## src/rtl/mem_access_unit_if.sv

```systemverilog
// Request/response and data-memory signal bundle for mem_access_unit.
// slave = unit side, master = pipeline/memory side.
interface mem_access_unit_if;
   logic        req_valid;
   logic        req_ready;
   logic        req_write;
   logic [1:0]  req_size;
   logic        req_signed;
   logic [31:0] req_addr;
   logic [31:0] req_wdata;
   logic        resp_valid;
   logic [31:0] resp_rdata;
   logic        resp_err;
   logic [31:0] mem_address;
   logic [31:0] mem_write_data;
   logic        mem_write;
   logic        mem_read;
   logic [31:0] mem_read_data;

   modport slave (
      input  req_valid, req_write, req_size, req_signed,
      input  req_addr, req_wdata, mem_read_data,
      output req_ready, resp_valid, resp_rdata, resp_err,
      output mem_address, mem_write_data, mem_write, mem_read
   );

   modport master (
      output req_valid, req_write, req_size, req_signed,
      output req_addr, req_wdata, mem_read_data,
      input  req_ready, resp_valid, resp_rdata, resp_err,
      input  mem_address, mem_write_data, mem_write, mem_read
   );
endinterface

```

## src/rtl/mem_access_unit.sv

```systemverilog
// Sub-word load/store sequencer in front of a word-only data memory.
// Define MAU_STORE_FWD_EN for the one-entry store-forward buffer.
module mem_access_unit #(
   parameter int MEM_WORDS = 64
) (
   input  logic             CLK,
   input  logic             RST_N,
   mem_access_unit_if.slave bus
);
   typedef enum logic [2:0] {IDLE, RD, CAP, WR, DONE} state_e;

   state_e      state_q, state_d;
   logic        wr_q, wr_d;
   logic [1:0]  size_q, size_d;
   logic        sgn_q, sgn_d;
   logic        err_q, err_d;
   logic [31:0] addr_q, addr_d;
   logic [31:0] wdata_q, wdata_d;
   logic [31:0] rbuf_q, rbuf_d;
   logic        bad;
   logic        fwd_hit;
   logic [31:0] fwd_word;
   logic [31:0] merged;
   logic [31:0] loaded;

   function automatic logic [31:0] merge(
      input logic [31:0] w,
      input logic [31:0] d,
      input logic [1:0]  sz,
      input logic [1:0]  off
   );
      logic [31:0] r;
      r = w;
      case (sz)
         2'b00: r[{off, 3'b000} +: 8] = d[7:0];
         2'b01: begin
            if (off[1]) r[31:16] = d[15:0];
            else        r[15:0]  = d[15:0];
         end
         default: r = d;
      endcase
      return r;
   endfunction

   function automatic logic [31:0] extract(
      input logic [31:0] w,
      input logic [1:0]  sz,
      input logic [1:0]  off,
      input logic        sgn
   );
      logic [31:0] r;
      logic [7:0]  b;
      logic [15:0] h;
      b = w[{off, 3'b000} +: 8];
      h = off[1] ? w[31:16] : w[15:0];
      case (sz)
         2'b00:   r = {{24{sgn & b[7]}}, b};
         2'b01:   r = {{16{sgn & h[15]}}, h};
         default: r = w;
      endcase
      return r;
   endfunction

   always_comb begin
      bad = 1'b0;
      case (bus.req_size)
         2'b01:   bad = bus.req_addr[0];
         2'b10:   bad = |bus.req_addr[1:0];
         2'b11:   bad = 1'b1;
         default: bad = 1'b0;
      endcase
      if (bus.req_addr[31:2] >= 30'(MEM_WORDS)) bad = 1'b1;
   end

   assign merged = merge(rbuf_q, wdata_q, size_q, addr_q[1:0]);
   assign loaded = extract(rbuf_q, size_q, addr_q[1:0], sgn_q);

`ifdef MAU_STORE_FWD_EN
   logic        fwd_vld_q, fwd_vld_d;
   logic [29:0] fwd_idx_q, fwd_idx_d;
   logic [31:0] fwd_word_q, fwd_word_d;

   // Mirrors the word most recently committed to memory.
   always_comb begin
      fwd_vld_d  = fwd_vld_q;
      fwd_idx_d  = fwd_idx_q;
      fwd_word_d = fwd_word_q;
      if (state_q == WR) begin
         fwd_vld_d  = 1'b1;
         fwd_idx_d  = addr_q[31:2];
         fwd_word_d = merged;
      end
   end

   always_ff @(posedge CLK or negedge RST_N) begin
      if (!RST_N) begin
         fwd_vld_q  <= 1'b0;
         fwd_idx_q  <= '0;
         fwd_word_q <= '0;
      end else begin
         fwd_vld_q  <= fwd_vld_d;
         fwd_idx_q  <= fwd_idx_d;
         fwd_word_q <= fwd_word_d;
      end
   end

   assign fwd_hit  = fwd_vld_q && (fwd_idx_q == bus.req_addr[31:2]);
   assign fwd_word = fwd_word_q;
`else
   assign fwd_hit  = 1'b0;
   assign fwd_word = '0;
`endif

   always_comb begin
      state_d = state_q;
      wr_d    = wr_q;
      size_d  = size_q;
      sgn_d   = sgn_q;
      err_d   = err_q;
      addr_d  = addr_q;
      wdata_d = wdata_q;
      rbuf_d  = rbuf_q;
      case (state_q)
         IDLE: begin
            if (bus.req_valid) begin
               wr_d    = bus.req_write;
               size_d  = bus.req_size;
               sgn_d   = bus.req_signed;
               addr_d  = bus.req_addr;
               wdata_d = bus.req_wdata;
               err_d   = bad;
               if (bad) begin
                  state_d = DONE;
               end else if (bus.req_write && bus.req_size == 2'b10) begin
                  state_d = WR;
               end else if (fwd_hit) begin
                  rbuf_d  = fwd_word;
                  state_d = bus.req_write ? WR : DONE;
               end else begin
                  state_d = RD;
               end
            end
         end
         RD:  state_d = CAP;
         CAP: begin
            rbuf_d  = bus.mem_read_data;
            state_d = wr_q ? WR : DONE;
         end
         WR:      state_d = DONE;
         DONE:    state_d = IDLE;
         default: state_d = IDLE;
      endcase
   end

   always_ff @(posedge CLK or negedge RST_N) begin
      if (!RST_N) begin
         state_q <= IDLE;
         wr_q    <= 1'b0;
         size_q  <= '0;
         sgn_q   <= 1'b0;
         err_q   <= 1'b0;
         addr_q  <= '0;
         wdata_q <= '0;
         rbuf_q  <= '0;
      end else begin
         state_q <= state_d;
         wr_q    <= wr_d;
         size_q  <= size_d;
         sgn_q   <= sgn_d;
         err_q   <= err_d;
         addr_q  <= addr_d;
         wdata_q <= wdata_d;
         rbuf_q  <= rbuf_d;
      end
   end

   // Strobes decode straight from state so reset kills a pending write.
   always_comb begin
      bus.req_ready      = (state_q == IDLE);
      bus.mem_read       = (state_q == RD) || (state_q == CAP);
      bus.mem_write      = (state_q == WR);
      bus.mem_address    = '0;
      bus.mem_write_data = '0;
      if (state_q == RD || state_q == CAP || state_q == WR)
         bus.mem_address = {addr_q[31:2], 2'b00};
      if (state_q == WR)
         bus.mem_write_data = merged;
      bus.resp_valid = (state_q == DONE);
      bus.resp_err   = (state_q == DONE) && err_q;
      bus.resp_rdata = '0;
      if (state_q == DONE && !wr_q && !err_q)
         bus.resp_rdata = loaded;
   end
endmodule

```

## src/flat_wrapper.sv

```systemverilog
// flat-port wrapper written by rule: the top's interface ports become plain ports
module mem_access_unit_flat 
#(
   parameter int MEM_WORDS = 64
)
  (CLK, RST_N, bus_req_valid, bus_req_write, bus_req_size, bus_req_signed, bus_req_addr, bus_req_wdata, bus_mem_read_data, bus_req_ready, bus_resp_valid, bus_resp_rdata, bus_resp_err, bus_mem_address, bus_mem_write_data, bus_mem_write, bus_mem_read);
  mem_access_unit_if bus_i ();
  input  logic CLK;
  input  logic RST_N;
  input wire logic [$bits(bus_i.req_valid)-1:0] bus_req_valid;
  input wire logic [$bits(bus_i.req_write)-1:0] bus_req_write;
  input wire logic [$bits(bus_i.req_size)-1:0] bus_req_size;
  input wire logic [$bits(bus_i.req_signed)-1:0] bus_req_signed;
  input wire logic [$bits(bus_i.req_addr)-1:0] bus_req_addr;
  input wire logic [$bits(bus_i.req_wdata)-1:0] bus_req_wdata;
  input wire logic [$bits(bus_i.mem_read_data)-1:0] bus_mem_read_data;
  output wire logic [$bits(bus_i.req_ready)-1:0] bus_req_ready;
  output wire logic [$bits(bus_i.resp_valid)-1:0] bus_resp_valid;
  output wire logic [$bits(bus_i.resp_rdata)-1:0] bus_resp_rdata;
  output wire logic [$bits(bus_i.resp_err)-1:0] bus_resp_err;
  output wire logic [$bits(bus_i.mem_address)-1:0] bus_mem_address;
  output wire logic [$bits(bus_i.mem_write_data)-1:0] bus_mem_write_data;
  output wire logic [$bits(bus_i.mem_write)-1:0] bus_mem_write;
  output wire logic [$bits(bus_i.mem_read)-1:0] bus_mem_read;
  assign bus_i.req_valid = bus_req_valid;
  assign bus_i.req_write = bus_req_write;
  assign bus_i.req_size = bus_req_size;
  assign bus_i.req_signed = bus_req_signed;
  assign bus_i.req_addr = bus_req_addr;
  assign bus_i.req_wdata = bus_req_wdata;
  assign bus_i.mem_read_data = bus_mem_read_data;
  assign bus_req_ready = bus_i.req_ready;
  assign bus_resp_valid = bus_i.resp_valid;
  assign bus_resp_rdata = bus_i.resp_rdata;
  assign bus_resp_err = bus_i.resp_err;
  assign bus_mem_address = bus_i.mem_address;
  assign bus_mem_write_data = bus_i.mem_write_data;
  assign bus_mem_write = bus_i.mem_write;
  assign bus_mem_read = bus_i.mem_read;
  mem_access_unit #(.MEM_WORDS(MEM_WORDS)) u_core (.CLK(CLK), .RST_N(RST_N), .bus(bus_i));
endmodule
```

## config.mk

```make
export PLATFORM = sky130hd
export DESIGN_NAME = mem_access_unit_flat
export DESIGN_NICKNAME = d
export VERILOG_FILES = /design/src/rtl/mem_access_unit_if.sv /design/src/rtl/mem_access_unit.sv /design/src/flat_wrapper.sv
export SDC_FILE = /design/constraint.sdc
export NUM_CORES = 1
export LEC_CHECK = 0
export ABC_AREA = 1
export CAP_MARGIN = 20
export CELL_PAD_IN_SITES_DETAIL_PLACEMENT = 0
export CELL_PAD_IN_SITES_GLOBAL_PLACEMENT = 1
export CORE_UTILIZATION = 35
export CTS_CLUSTER_SIZE = 20
export DETAILED_ROUTE_END_ITERATION = 12
export PLACE_DENSITY = 0.87
export SYNTH_ARGS = -nofsm -noshare
export SYNTH_HDL_FRONTEND = slang
export SYNTH_SLANG_ARGS = --single-unit
```

## constraint.sdc

```tcl
create_clock -name CLK -period 5.4 [get_ports CLK]
set_input_delay 0.54 -clock CLK [delete_from_list [all_inputs] [get_ports CLK]]
set_output_delay 0.54 -clock CLK [all_outputs]
set_load 0.02 [all_outputs]
```

* Yosys cells after proc, flatten, opt, wreduce, memory -nomap -nowiden *
Index checks and enable logic that the tools add are counted.

word-level totals
  output and inout bits = 101
  bits in registers = 104
  logic and storage cells = 52

cells by class
  shift operators = 3
  equal/unequal tests = 9
  bitwise operators = 2
  add/subtract/negate cells = 1
  multiplexer cells = 16
  magnitude comparators = 1
  reduce and logical (&&, ||, !) cells = 12

operators with widths
  kind                                                                 count
  one-hot mux 32 bit (2 select lines)                                  2
  2-to-1 mux 32 bit                                                    3
  2-to-1 mux 16 bit                                                    3
  bitwise mux 32 bit                                                   1
  variable shift 8 x 7 -> 32 bit (first input constant)                1
  indexed part select 32 x 6 -> 8 bit                                  1
  indexed part select 8 x 7 -> 32 bit                                  1
  greater-or-equal comparator 30 x 7 -> 1 bit (second input constant)  1
  one-hot mux 3 bit (4 select lines)                                   1
  2-to-1 mux 3 bit                                                     3
  negation 5 -> 7 bit                                                  1
  equality test 3 x 2 -> 1 bit (second input constant)                 2
  equality test 2 x 1 -> 1 bit (second input constant)                 2
  equality test 2 bit (second input constant)                          2
  logical AND 1 bit                                                    4
  equality test 3 x 1 -> 1 bit (second input constant)                 1
  equality test 3 bit (second input constant)                          1
  logical NOT 3 bit                                                    1
  one-hot mux 1 bit (3 select lines)                                   1
  AND 1 bit                                                            2
  logical NOT 1 bit                                                    2
  logical NOT 2 bit                                                    1
  logical OR 1 bit                                                     2
  2-to-1 mux 2 bit                                                     1
  4 further kinds                                                      4

* Depth between registers and ports, before layout *
  depth after elaboration = 6
  gate-level depth with buffers = 12
  depth with buffers taken out = 9

* Worst setup path before layout *
No wires, ideal clock.

  path kind = register to output
  start = reg u_core.addr_q[1]
  end = out bus_mem_write_data[0]
  data arrival time = 2.454 ns
  path buffers = 4
  setup slack = 2.406 ns
  stages on the path, launching flop included = 12
  path through = dfrtp_1 > buf_2 > clkbuf_1 > inv_1 > clkbuf_1 > ha_1 > clkbuf_1 > inv_1 > nand4_1 > o221ai_1 > inv_1 > nor2_1

between the ends
  longest elaborated chain between the ends = 5
  elaborated cells on any way between the ends = 7
  those cells by class = 1 x add/sub; 2 x shift; 4 x mux

RTL lines
  element                                                                                line                    text
  start, declared                                                                        mem_access_unit.sv:17   logic [31:0] addr_q, addr_d;
  start signal, assigned                                                                 mem_access_unit.sv:171  addr_q <= addr_d;
  negation 5 -> 7 bit                                                                    mem_access_unit.sv:35   2'b00: r[{off, 3'b000} +: 8] = d[7:0];
  indexed part select 8 x 7 -> 32 bit or variable shift 8 x 7 -> 32 bit (tied branches)  mem_access_unit.sv:35
  bitwise mux 32 bit                                                                     mem_access_unit.sv:35
  one-hot mux 32 bit (2 select lines) *                                                  mem_access_unit.sv:34   case (sz)
  2-to-1 mux 32 bit *                                                                    mem_access_unit.sv:186  if (state_q == WR)
  end, declared                                                                          flat_wrapper.sv:22      output wire logic [$bits(bus_i.mem_write_data)-1:0] bus_mem_write_data;

Every way passes the cells marked *; elsewhere a longest branch is shown, timed or not.

* Worst setup path after layout *
  start = reg u_core.addr_q[1]
  end = out bus_mem_write_data[7]

The elaborated chain is that of the path after synthesis.

==> results.sh <==
export IMPL_outcome="complete, no violations"
export IMPL_drt_iter0_drc=440
export IMPL_clk_latency_ns=0.36
export IMPL_reg2reg_depth=6
export IMPL_nNetsFinal=1110
export IMPL_crit_path_start_kind="flip-flop"
export IMPL_core_area_mm2=0.0173
export IMPL_final_setup_tns_ns=0
export IMPL_antenna_found_initial=1
export IMPL_postCtsHoldBufs=0
export IMPL_grt_util_all_layers=0.239
export IMPL_ctsLongestPathBuffers=2
export IMPL_syn_area_mm2=0.00620
export IMPL_grt_max_degree=69
export IMPL_cts_resized=0
export IMPL_rsz0062_at_grt="no"
export IMPL_cts_tree="yes"
export IMPL_power_density_mw_per_mm2=451
export IMPL_crit_fanout=28
export IMPL_synth_xor_area_frac=0
export IMPL_diodes=0
export IMPL_clkSlewWorstSetupHoldPaths_ns=0.07
export IMPL_min_period_ns=4.33
export IMPL_design_portCount=204
export IMPL_leakagePower_nw=3.81
export IMPL_synth_top_family_by_area="compound AO/OA/AOI/OAI gates"
export IMPL_post_cts_buffers=0
export IMPL_setup_viol=0
export IMPL_ys_types=32
export IMPL_drc_errors=0
export IMPL_power_mw=3.90
export IMPL_fin_worst_skew_ns=0.0113
export IMPL_die_area_mm2=0.0182
export IMPL_chipHeight_um=135
export IMPL_postSynthAreaPerCell_um2=7.40
export IMPL_antenna_left=0
export IMPL_wl_per_cell_um=17.4
export IMPL_num_vias=6357
export IMPL_numClockSinks=104
export IMPL_arrival_ns=3.79
export IMPL_synth_ff_type="dfrtp_1"
export IMPL_synthAdderAreaFrac=0.0101
export IMPL_grt_pass1_vias=5981
export IMPL_ir_worst_vdd_v=0.000210
export IMPL_ys_async_sr_fraction=1.00
export IMPL_die_w_um=135
export IMPL_drv_slew=0
export IMPL_ys_warnings_count=0
export IMPL_dr_pass1_iters=5
export IMPL_htreeDepth=3
export IMPL_synth_edf_count=0
export IMPL_dp_hpwl_um=15700
export IMPL_hold_path_class="in -> async"
export IMPL_fin_crit_sh=0.802
export IMPL_rows=48
export IMPL_gp_congestion=0.920
export IMPL_clk_root_buffer_cell="clkbuf_16"
export IMPL_worst_setup_path_end_kind="primary output"
export IMPL_worstPathRequired_ns=4.86
export IMPL_area_growth_pct=39.2
export IMPL_cts_inserted_buffers=9
export IMPL_slew_headroom=0.382
export IMPL_ys_ff_latch=104
export IMPL_synth_compound_area_frac=0.225
export IMPL_max_clock_freq_ghz=0.231
export IMPL_syn_inst=838
export IMPL_portBuffers=201
export IMPL_crit_type="reg -> out"
export IMPL_initial_core_util=0.358
export IMPL_maxCapViolCount=0
export IMPL_grt_pass1_wl_um=33100
export IMPL_wl_um=21400
export IMPL_tightestPinTransition_ns=0.926
export IMPL_synth_seq_area_share=0.420
export IMPL_synthMuxAreaShare=0.0454
export IMPL_drive_gt1_frac=0.0596
export IMPL_yosys_area_share_simple=0.200
export IMPL_hold_viol=0
export IMPL_vias_per_cell=5.16
export IMPL_grt_ovfl_total=0
==> synth_stat cells (3+ instances only) <==
master	n	area [um^2]
inv_1	95	357
mux2_2	25	282
a21oi_1	94	470
clkbuf_1	30	113
dfrtp_1	104	2600
nand2_4	3	33.8
o211ai_1	19	143
o21ai_0	105	526
nand3_1	16	80.1
buf_2	18	90.1
nor2_1	143	537
a22oi_1	5	37.5
o221ai_1	23	201
ha_1	5	62.6
nand2_1	131	492
==> worst max-delay path, cell delays in order, from the launching register on <==
cell and delay [ns]:
dfrtp_1 0.84, inv_1 0.38, ha_1 0.49, inv_1 0.23
nand4_1 0.39, o221ai_1 0.28, inv_1 0.06, nor2_1 0.13
clkdlybuf4s50_1 0.62
==> layer usage <==
metal  routed length, um  global-route usage  vias up
met2                9630               0.370      274
met4                 493              0.0886        2
li1                    -                   -     3090
met3                1930              0.0638       31
met1                9350               0.319     2960
met5                  13                   0        -
==> report_power, final <==
group | internal [mW] | switching (mW)
sequential | 1.05 | 0.263
clock | 0.421 | 0.315
combinational | 0.685 | 1.16
total | 2.16 | 1.74
==> registers in the layout, summed over array words and instances, names as in the netlist <==
signal          cells
u_core.err_q        1
u_core.state_q      3
u_core.rbuf_q      32
u_core.wr_q         1
u_core.wdata_q     32
u_core.sgn_q        1
u_core.addr_q      32
u_core.size_q       2
==> cell type report <==
type                            count  area (um^2)
Fill cell                        1769         8670
Multi-Input combinational cell    584         3000
Sequential cell                   104         2600
Timing Repair Buffer              206         2050
Inverter                           97          364
Tap cell                          225          282
Clock buffer                       10          239
Clock inverter                      6         92.6
==> through the flow <==
| step | cells | area, um^2 | utilization | setup slack (ns) | hold slack, ns |
|---|---|---|---|---|---|
| after CTS | 1231 | 8610 | 0.498 | 1.07 | 0.310 |
| after detailed placement | 1215 | 8280 | 0.479 | 1.47 | 0.501 |
| final | 1232 | 8630 | 0.499 | 1.07 | 0.273 |
| after global routing | 1232 | 8630 | 0.499 | 0.772 | 0.348 |
| after floorplan | 839 | 6200 | - | 2.41 | 0.244 |
| after global placement | 1215 | 8280 | 0.479 | 1.50 | 0.488 |
==> logic make-up (layout without fill, tap and decap cells) <==
kind of cell | count (synthesis) | count (layout)
compound gates | 249 | 249
fa+ha+maj | 5 | 5
buf+inv | 151 | 319
flops | 104 | 104
mux | 25 | 25
other cells | 1 | 2
simple gates | 303 | 303
==> worst paths after layout <==
check                      slack, ns         startpoint                    end
setup / recovery                1.07   u_core.addr_q[1]  bus_mem_write_data[7]
hold / removal                  0.27              RST_N      u_core.addr_q[11]
setup reg to reg                3.14  u_core.state_q[0]     u_core.wdata_q[18]
hold reg to reg                 0.51  u_core.addr_q[12]      u_core.addr_q[12]
max in group asynchronous       4.02              RST_N     u_core.wdata_q[27]
min in group CLK                0.51  u_core.addr_q[12]      u_core.addr_q[12]
==> cell usage in the layout, fill, tap and decap left out, types with 4 or more instances in the layout <==
cell / Yosys / final
o221ai_1: 23 / 23
buf_4: 2 / 5
nand2_1: 131 / 130
o211ai_1: 19 / 19
clkbuf_16: 0 / 9
mux2_2: 25 / 25
nand3_1: 16 / 16
nor2_1: 143 / 143
clkdlybuf4s50_1: 0 / 200
ha_1: 5 / 5
inv_1: 95 / 95
a21oi_1: 94 / 94
o21ai_0: 105 / 105
a22oi_1: 5 / 5
nand2_4: 3 / 4
dfrtp_1: 104 / 104
Note: power is estimated with default switching activity, not from simulation.
